### src/rtl/div_seq.sv
// Multi-cycle restoring radix-2 divider for DIV/DIVU in the EX stage.
// Produces quotient on lo and remainder on hi; holds a stall request while busy.
module div_seq #(
    parameter int WIDTH = 32
) (
    input  logic             clk,
    input  logic             rst,
    input  logic             start,
    input  logic             signed_div,
    input  logic             annul,
    input  logic [WIDTH-1:0] a,
    input  logic [WIDTH-1:0] b,
    output logic             stall,
    output logic             done,
    output logic [WIDTH-1:0] hi,
    output logic [WIDTH-1:0] lo
);
    localparam int CW = $clog2(WIDTH) + 1;

    typedef enum logic [1:0] {IDLE, RUN, FIN} state_t;

    state_t           state_reg, state_next;
    logic [CW-1:0]    cnt_reg;
    logic [WIDTH:0]   rem_reg;
    logic [WIDTH-1:0] dvd_reg;
    logic [WIDTH-1:0] dsr_reg;
    logic             q_neg_reg, r_neg_reg, dz_reg;
    logic             done_reg;
    logic [WIDTH-1:0] hi_reg, lo_reg;

    logic             go;
    logic [WIDTH-1:0] abs_a, abs_b;
    logic [WIDTH:0]   rem_sh;
    logic [WIDTH+1:0] diff;
    logic             q_bit;
    logic [WIDTH-1:0] q_fix, r_fix;

    // A start in the done cycle is the same instruction still sitting in EX.
    assign go    = (state_reg == IDLE) & start & ~annul & ~done_reg;
    assign stall = go | (state_reg == RUN) | (state_reg == FIN);
    assign done  = done_reg;
    assign hi    = hi_reg;
    assign lo    = lo_reg;

    assign abs_a = (signed_div & a[WIDTH-1]) ? -a : a;
    assign abs_b = (signed_div & b[WIDTH-1]) ? -b : b;

    assign rem_sh = {rem_reg[WIDTH-1:0], dvd_reg[WIDTH-1]};
    assign diff   = {1'b0, rem_sh} - {2'b00, dsr_reg};
    assign q_bit  = ~diff[WIDTH+1];

    // Negating a zero remainder yields zero, so no extra guard is needed.
    assign q_fix = q_neg_reg ? -dvd_reg : dvd_reg;
    assign r_fix = r_neg_reg ? -rem_reg[WIDTH-1:0] : rem_reg[WIDTH-1:0];

    always_ff @(posedge clk or posedge rst) begin
        if (rst) state_reg <= IDLE;
        else     state_reg <= state_next;
    end

    always_comb begin
        state_next = state_reg;
        case (state_reg)
            IDLE: begin
                if (go) state_next = (b == '0) ? FIN : RUN;
            end
            RUN: begin
                if (annul)                             state_next = IDLE;
                else if (cnt_reg == CW'(WIDTH - 1))    state_next = FIN;
            end
            FIN:     state_next = IDLE;
            default: state_next = IDLE;
        endcase
    end

    always_ff @(posedge clk or posedge rst) begin
        if (rst) begin
            cnt_reg   <= '0;
            rem_reg   <= '0;
            dvd_reg   <= '0;
            dsr_reg   <= '0;
            q_neg_reg <= 1'b0;
            r_neg_reg <= 1'b0;
            dz_reg    <= 1'b0;
            done_reg  <= 1'b0;
            hi_reg    <= '0;
            lo_reg    <= '0;
        end else begin
            done_reg <= 1'b0;
            case (state_reg)
                IDLE: begin
                    if (go) begin
                        cnt_reg <= '0;
                        rem_reg <= '0;
                        if (b == '0) begin
                            // Divide-by-zero keeps the raw dividend for hi.
                            dvd_reg   <= a;
                            dsr_reg   <= '0;
                            q_neg_reg <= 1'b0;
                            r_neg_reg <= 1'b0;
                            dz_reg    <= 1'b1;
                        end else begin
                            dvd_reg   <= abs_a;
                            dsr_reg   <= abs_b;
                            q_neg_reg <= (a[WIDTH-1] ^ b[WIDTH-1]) & signed_div;
                            r_neg_reg <= a[WIDTH-1] & signed_div;
                            dz_reg    <= 1'b0;
                        end
                    end
                end
                RUN: begin
                    rem_reg <= q_bit ? diff[WIDTH:0] : rem_sh;
                    dvd_reg <= {dvd_reg[WIDTH-2:0], q_bit};
                    cnt_reg <= cnt_reg + 1'b1;
                end
                FIN: begin
                    if (!annul) begin
                        done_reg <= 1'b1;
                        if (dz_reg) begin
                            lo_reg <= '1;
                            hi_reg <= dvd_reg;
                        end else begin
                            lo_reg <= q_fix;
                            hi_reg <= r_fix;
                        end
                    end
                end
                default: ;
            endcase
        end
    end
endmodule
### config.mk
export PLATFORM = sky130hd
export DESIGN_NAME = div_seq
export DESIGN_NICKNAME = d
export VERILOG_FILES = /design/src/rtl/div_seq.sv
export SDC_FILE = /design/constraint.sdc
export NUM_CORES = 1
export LEC_CHECK = 0
export ABC_AREA = 1
export BUFFER_PORTS_ARGS = -buffer_cell sky130_fd_sc_hd__buf_4
export CAP_MARGIN = 5
export CORE_ASPECT_RATIO = 0.7
export CORE_MARGIN = 1.5
export CORE_UTILIZATION = 61
export DETAILED_ROUTE_END_ITERATION = 8
export HOLD_SLACK_MARGIN = 0.12
export PLACE_DENSITY = 0.82
export RECOVER_POWER = 25
export SYNTH_ARGS = -nofsm -noshare
export SYNTH_HDL_FRONTEND = slang
export SYNTH_SLANG_ARGS = --single-unit
### constraint.sdc
create_clock -name clk -period 7.3 [get_ports clk]
set_clock_uncertainty 0.15 [all_clocks]
set_input_delay 0.365 -clock clk [delete_from_list [all_inputs] [get_ports clk]]
set_output_delay 0.365 -clock clk [all_outputs]
set_load 0.005 [all_outputs]
# After elaboration in Yosys (flattened, before gate mapping)

Cells that the tools add are included.

Flip-flop bits (word level): 172

Add/subtract/negate cells: 6
Eq/ne operators: 5
Mux-type cells: 25
Bitwise gates (word level): 12
Reduce and logical (&&, ||, !) cells: 7

Operators by type and width:

| kind                                                                    | number |
|---|---|
| 32-bit two-way mux                                                      | 11 |
| 32-bit negation                                                         | 4 |
| 32-bit case mux with 2 select lines                                     | 2 |
| 33-bit by 32-bit subtractor with 34-bit output                          | 1 |
| 32-bit zero test                                                        | 1 |
| 6-bit case mux with 2 select lines                                      | 1 |
| 2-bit two-way mux                                                       | 4 |
| 2-bit AND reduction                                                     | 4 |
| 6-bit by 1-bit adder with 6-bit output, second input constant           | 1 |
| 1-bit AND                                                               | 6 |
| 6-bit by 5-bit == test with 1-bit output, second input constant         | 1 |
| 6-bit two-way mux                                                       | 1 |
| 1-bit two-way mux                                                       | 5 |
| 2-bit case mux with 2 select lines                                      | 1 |
| 3-bit by 2-bit inequality test with 1-bit output, second input constant | 1 |
| 1-bit inverter                                                          | 3 |
| 2-bit by 1-bit == test with 1-bit output, second input constant         | 1 |
| 2-bit == test, second input constant                                    | 1 |
| 2-bit zero test                                                         | 1 |
| 2-bit inequality test, second input constant                            | 1 |
| 1-bit OR                                                                | 2 |
| 2-bit nonzero test                                                      | 1 |
| 1-bit XOR                                                               | 1 |

# Longest topological paths before layout

Depth after elaboration: 6
Mapped depth: 16

# Worst setup path after synthesis

No wires, ideal clock.

Path type: flip-flop to flip-flop
Start point: register rem_reg[18]
End point: register dvd_reg[0]
Setup time: 128 ps
Data arrival time: 1,868 ps
Required time: 7,022 ps
Slack: 5,154 ps
Cell stages (with the launch flop): 11
Buffers on the path: 1
Clock period less this slack: 2,146 ps
Cells stage by stage: dfrtp_1 -> ha_1 -> nand2_2 -> inv_1 -> a21oi_2 -> o21ai_2 -> a21oi_4 -> nand2_4 -> nor2_8 -> buf_6 -> o22ai_2

Cells in the longest elaborated chain, start to end: 3

RTL lines:

| item                                           | RTL line | text |
|---|---|---|
| start: declaration                             | 24       | `logic [WIDTH:0] rem_reg;` |
| start signal: assignment                       | 112      | `rem_reg <= q_bit ? diff[WIDTH:0] : rem_sh;` |
| 33-bit by 32-bit subtractor with 34-bit output | 49       | `assign diff = {1'b0, rem_sh} - {2'b00, dsr_reg};` |
| 1-bit inverter                                 | 50       | `assign q_bit = ~diff[WIDTH+1];` |
| 32-bit case mux with 2 select lines            | 90       | `case (state_reg)` |
| end signal: assignment                         | 103      | `dvd_reg <= abs_a;` |
| end signal: assignment                         | 113      | `dvd_reg <= {dvd_reg[WIDTH-2:0], q_bit};` |
| end: declaration                               | 25       | `logic [WIDTH-1:0] dvd_reg;` |

Every way passes these cells.
A chain may end at the register's enable or synchronous reset.

# Final worst setup path

Start point: register state_reg[0]
End point: register dvd_reg[31]

Cells in the longest elaborated chain, start to end: 6
Elaborated cells on any way between the ends: 9

RTL lines:

| item                            | RTL line | text |
|---|---|---|
| start: declaration              | 22       | `state_t state_reg, state_next;` |
| start signal: assignment        | 58       | `else state_reg <= state_next;` |
| 2-bit zero test                 | 39, 90   |  |
| 1-bit AND (3 in a row)          | 39       | `assign go = (state_reg == IDLE) & start & ~annul & ~done_reg;` |
| 2-bit inequality test (no line) | --       |  |
| 2-bit AND reduction (no line)   | --       |  |

Several ways; a longest one is shown, not always the timed one.

==> qor.yml <==
place:
  portBuffers: 134
  placed_cells: 2426
  gp_congestion: 1.02
  dpl.hpwl_mm: 33.6
synthesis:
  synthXorXnorAreaFrac_pct: 3.73
  synthSimpleGateAreaFrac_pct: 36.6
  synth_ff_type: "dfrtp_1"
  synth_top_area_cell: "dfrtp_1"
  synth_top_cell_area_share_pct: 32.2
  synth_mux_area_share_pct: 0
  yosysWarningCount: 0
  synth-seq-cells: 172
  synth_seq_area_share_pct: 32.2
  yosys.cell_types.count: 52
  synthesis.area_sq_um: 13400
  netlist_top_cells_area: "dfrtp_1 32%, nand2_1 18%, inv_1 8.6%"
  synth_compound_area_share_pct: 12.8
  synth_nets: 2169
  async_flop_share_pct: 100
  netlist_instances: 2062
  synth_fa_ha_area_share_pct: 3.61
  synth_edf_count: 0
  synth_top_family_by_area: "simple AND/OR/NAND/NOR gates"
  synth_area_per_cell_sq_um: 6.48
global_route:
  grt_pass1_wl_mm: 68.4
  antenna_found_initial: 0
  grt_pass1_vias: 12700
  grt_use_total_pct: 38.5
  grt_max_degree: 95
  grt-ovfl-total: 0
layout:
  area_delta_synth_final_pct: 14.9
  stdcell_count: 2486
  seq_area_sq_um: 4300
  n_fill_cell: 1898
  fin_nets: 2298
  multi_input_area_sq_um: 7580
  antenna_cells: 0
  final_cell_mix: "627 x nand2_1, 306 x inv_1, 217 x nand3_1"
  layout.cells.most_common: "nand2_1"
  drive_gt1_share_pct: 10.4
detailed_routing:
  via_per_inst: 5.77
  vias: 14300
  post-route-drc-count: 0
  ant_nets: 0
  firstDrtPassIters: 5
  post_drt_wl_per_cell_microns: 17.5
  drt_iter0_drc: 1872
  wirelength_mm: 43.6
power_and_ir_drop:
  p_sw_mw: 2.94
  peakVddDrop_mv: 0.181
  intPower_mw: 3.04
  combinationalPowerShare_pct: 54.9
  swShare_pct: 49.1
  power.density_nw_per_um2: 389
  seqPwrFrac_pct: 29.5
  p_clk_share_pct: 15.7
  leakagePower_nw: 7.89
timing:
  slew_violations: 95
  min_period_ns: 4.45
  fin_setup_tns_ns: 0
  worstMarginPinSlew_ns: 4.16
  slew_headroom_pct: -179
  fmax_mhz: 225
  hold_viol_final: 0
  timing.final.crit_share_pct: 61.0
  rsz0062_at_grt: "no"
  setup_violations: 0
critical_path:
  r2r-start: "state_reg[0]$_DFFE_PP0P_"
  start_kind: "flip-flop"
  criticalPathCategory: "reg -> reg"
  ff2ff_setup_slack_ns: 2.85
  cp-endpoint: "dvd_reg[31]$_DFFE_PP0P_"
  crit_start: "state_reg[0]$_DFFE_PP0P_"
  cp.required_ns: 7.47
  reg2reg_to: "dvd_reg[31]$_DFFE_PP0P_"
  path_max_fanout: 36
  worstPathArrival_ns: 4.62
  rr_worst_depth: 10
  cp-end-kind: "flip-flop"
clock_network:
  postCtsSetupBuffers: 0
  cts_resized: 0
  cts_made_buffers: 17
  htreeDepth: 4
  holdBufCountCts: 28
  cts_tree: "yes"
  clockBufferDepth: 2
  clock-sinks: 172
  clk-insertion-delay-late_ns: 0.44
  cts_root_buf: "clkbuf_16"
  path_clk_slew_ns: 0.06
die:
  die-area_sq_um: 22800
  design.core.area_sq_um: 21600
  num_rows: 45
  initial_core_util_pct: 62.0
  die_x_microns: 180
  fp.dieH_microns: 127
  pin_count: 135
job:
  maxCapViolations: 1
hold_path:
  worstHoldPathType: "in -> reg"
  min_path_cells: 3
run_status:
  outcome: "finished with violations"
  violations: "capacitance limit, slew limit"
area by class of cell:
class / count / share of cell area [%]
Sequential cell: 172 / 28.0
Tap cell: 282 / 2.30
Inverter: 316 / 7.73
Clock buffer: 22 / 3.09
Clock inverter: 10 / 0.839
Multi-Input combinational cell: 1513 / 49.4
Timing Repair Buffer: 171 / 8.64
stage by stage:
stage	instance area, sq um	power, mW	hold slack, ns	utilization [%]	worst slack, ns
2_1_floorplan	13400	3.84	0.299	-	2.12
3_3_place_gp	14500	4.85	0.314	67.3	3.68
3_5_place_dp	14500	4.94	0.319	67.3	3.47
4_1_cts	15400	5.90	0.122	71.4	2.95
5_1_grt	15400	6.41	0.150	71.2	2.28
6_report	15400	5.98	0.132	71.2	2.85
kinds of logic after synthesis:
| kind of cell | count (synthesis) |
|---|---|
| AND/OR/NAND/NOR | 1134 |
| buffers and inverters | 377 |
| XOR/XNOR | 57 |
| adder cells (fa/ha/maj) | 38 |
| AO/OA/AOI/OAI | 284 |
| flip-flops | 172 |
power groups by stage:
stage               logic (mW)  clock network [mW]  registers, mW
floorplan                 2.24                   0           1.60
global placement          3.11                   0           1.73
detailed placement        3.19                   0           1.74
CTS                       3.23               0.939           1.73
global route              3.64               0.974           1.79
finish                    3.28               0.937           1.76
synth_stat cells (all sizes together) (8+ instances only):
library cell	n
nand2	634
inv	315
nand3	226
nor2	189
dfrtp	172
a21oi	92
o21ai	91
xor2	52
ha	37
o22ai	33
buf	32
nor3	31
nand4	30
clkbuf	29
o211ai	18
o21bai	17
or2	9
and2	8
worst max-delay path, stage by stage, from the launching register on:
cell           delay [ns]
dfrtp_1              0.43
nor2_1               0.23
nand3_2              0.59
inv_1                0.85
buf_4                0.43
nor2_2               0.06
inv_1                0.61
o22ai_1              0.16
a31oi_1              0.18
nand2_1              0.07
dlygate4sd3_1        0.56
worst min path at each step:
stage	startpoint	to	slack, ns
floorplan	dsr_reg[23]$_DFFE_PP0P_	dsr_reg[23]$_DFFE_PP0P_	0.30
global placement	hi[3]$_DFFE_PP0P_	hi[3]$_DFFE_PP0P_	0.31
detailed placement	hi[23]$_DFFE_PP0P_	hi[23]$_DFFE_PP0P_	0.32
CTS	b[27]	dsr_reg[27]$_DFFE_PP0P_	0.12
global route	a[5]	dvd_reg[5]$_DFFE_PP0P_	0.15
finish	b[8]	dsr_reg[8]$_DFFE_PP0P_	0.13
routing by layer:
layer  wire, microns  vias up  GRT usage [%]
li1                -     6877              -
met1           19500     6564           57.1
met2           16700      825           51.1
met3            6620       72           16.7
met4             733        0           7.94
met5               0        -              0
Power figures use the tool's default switching activity.
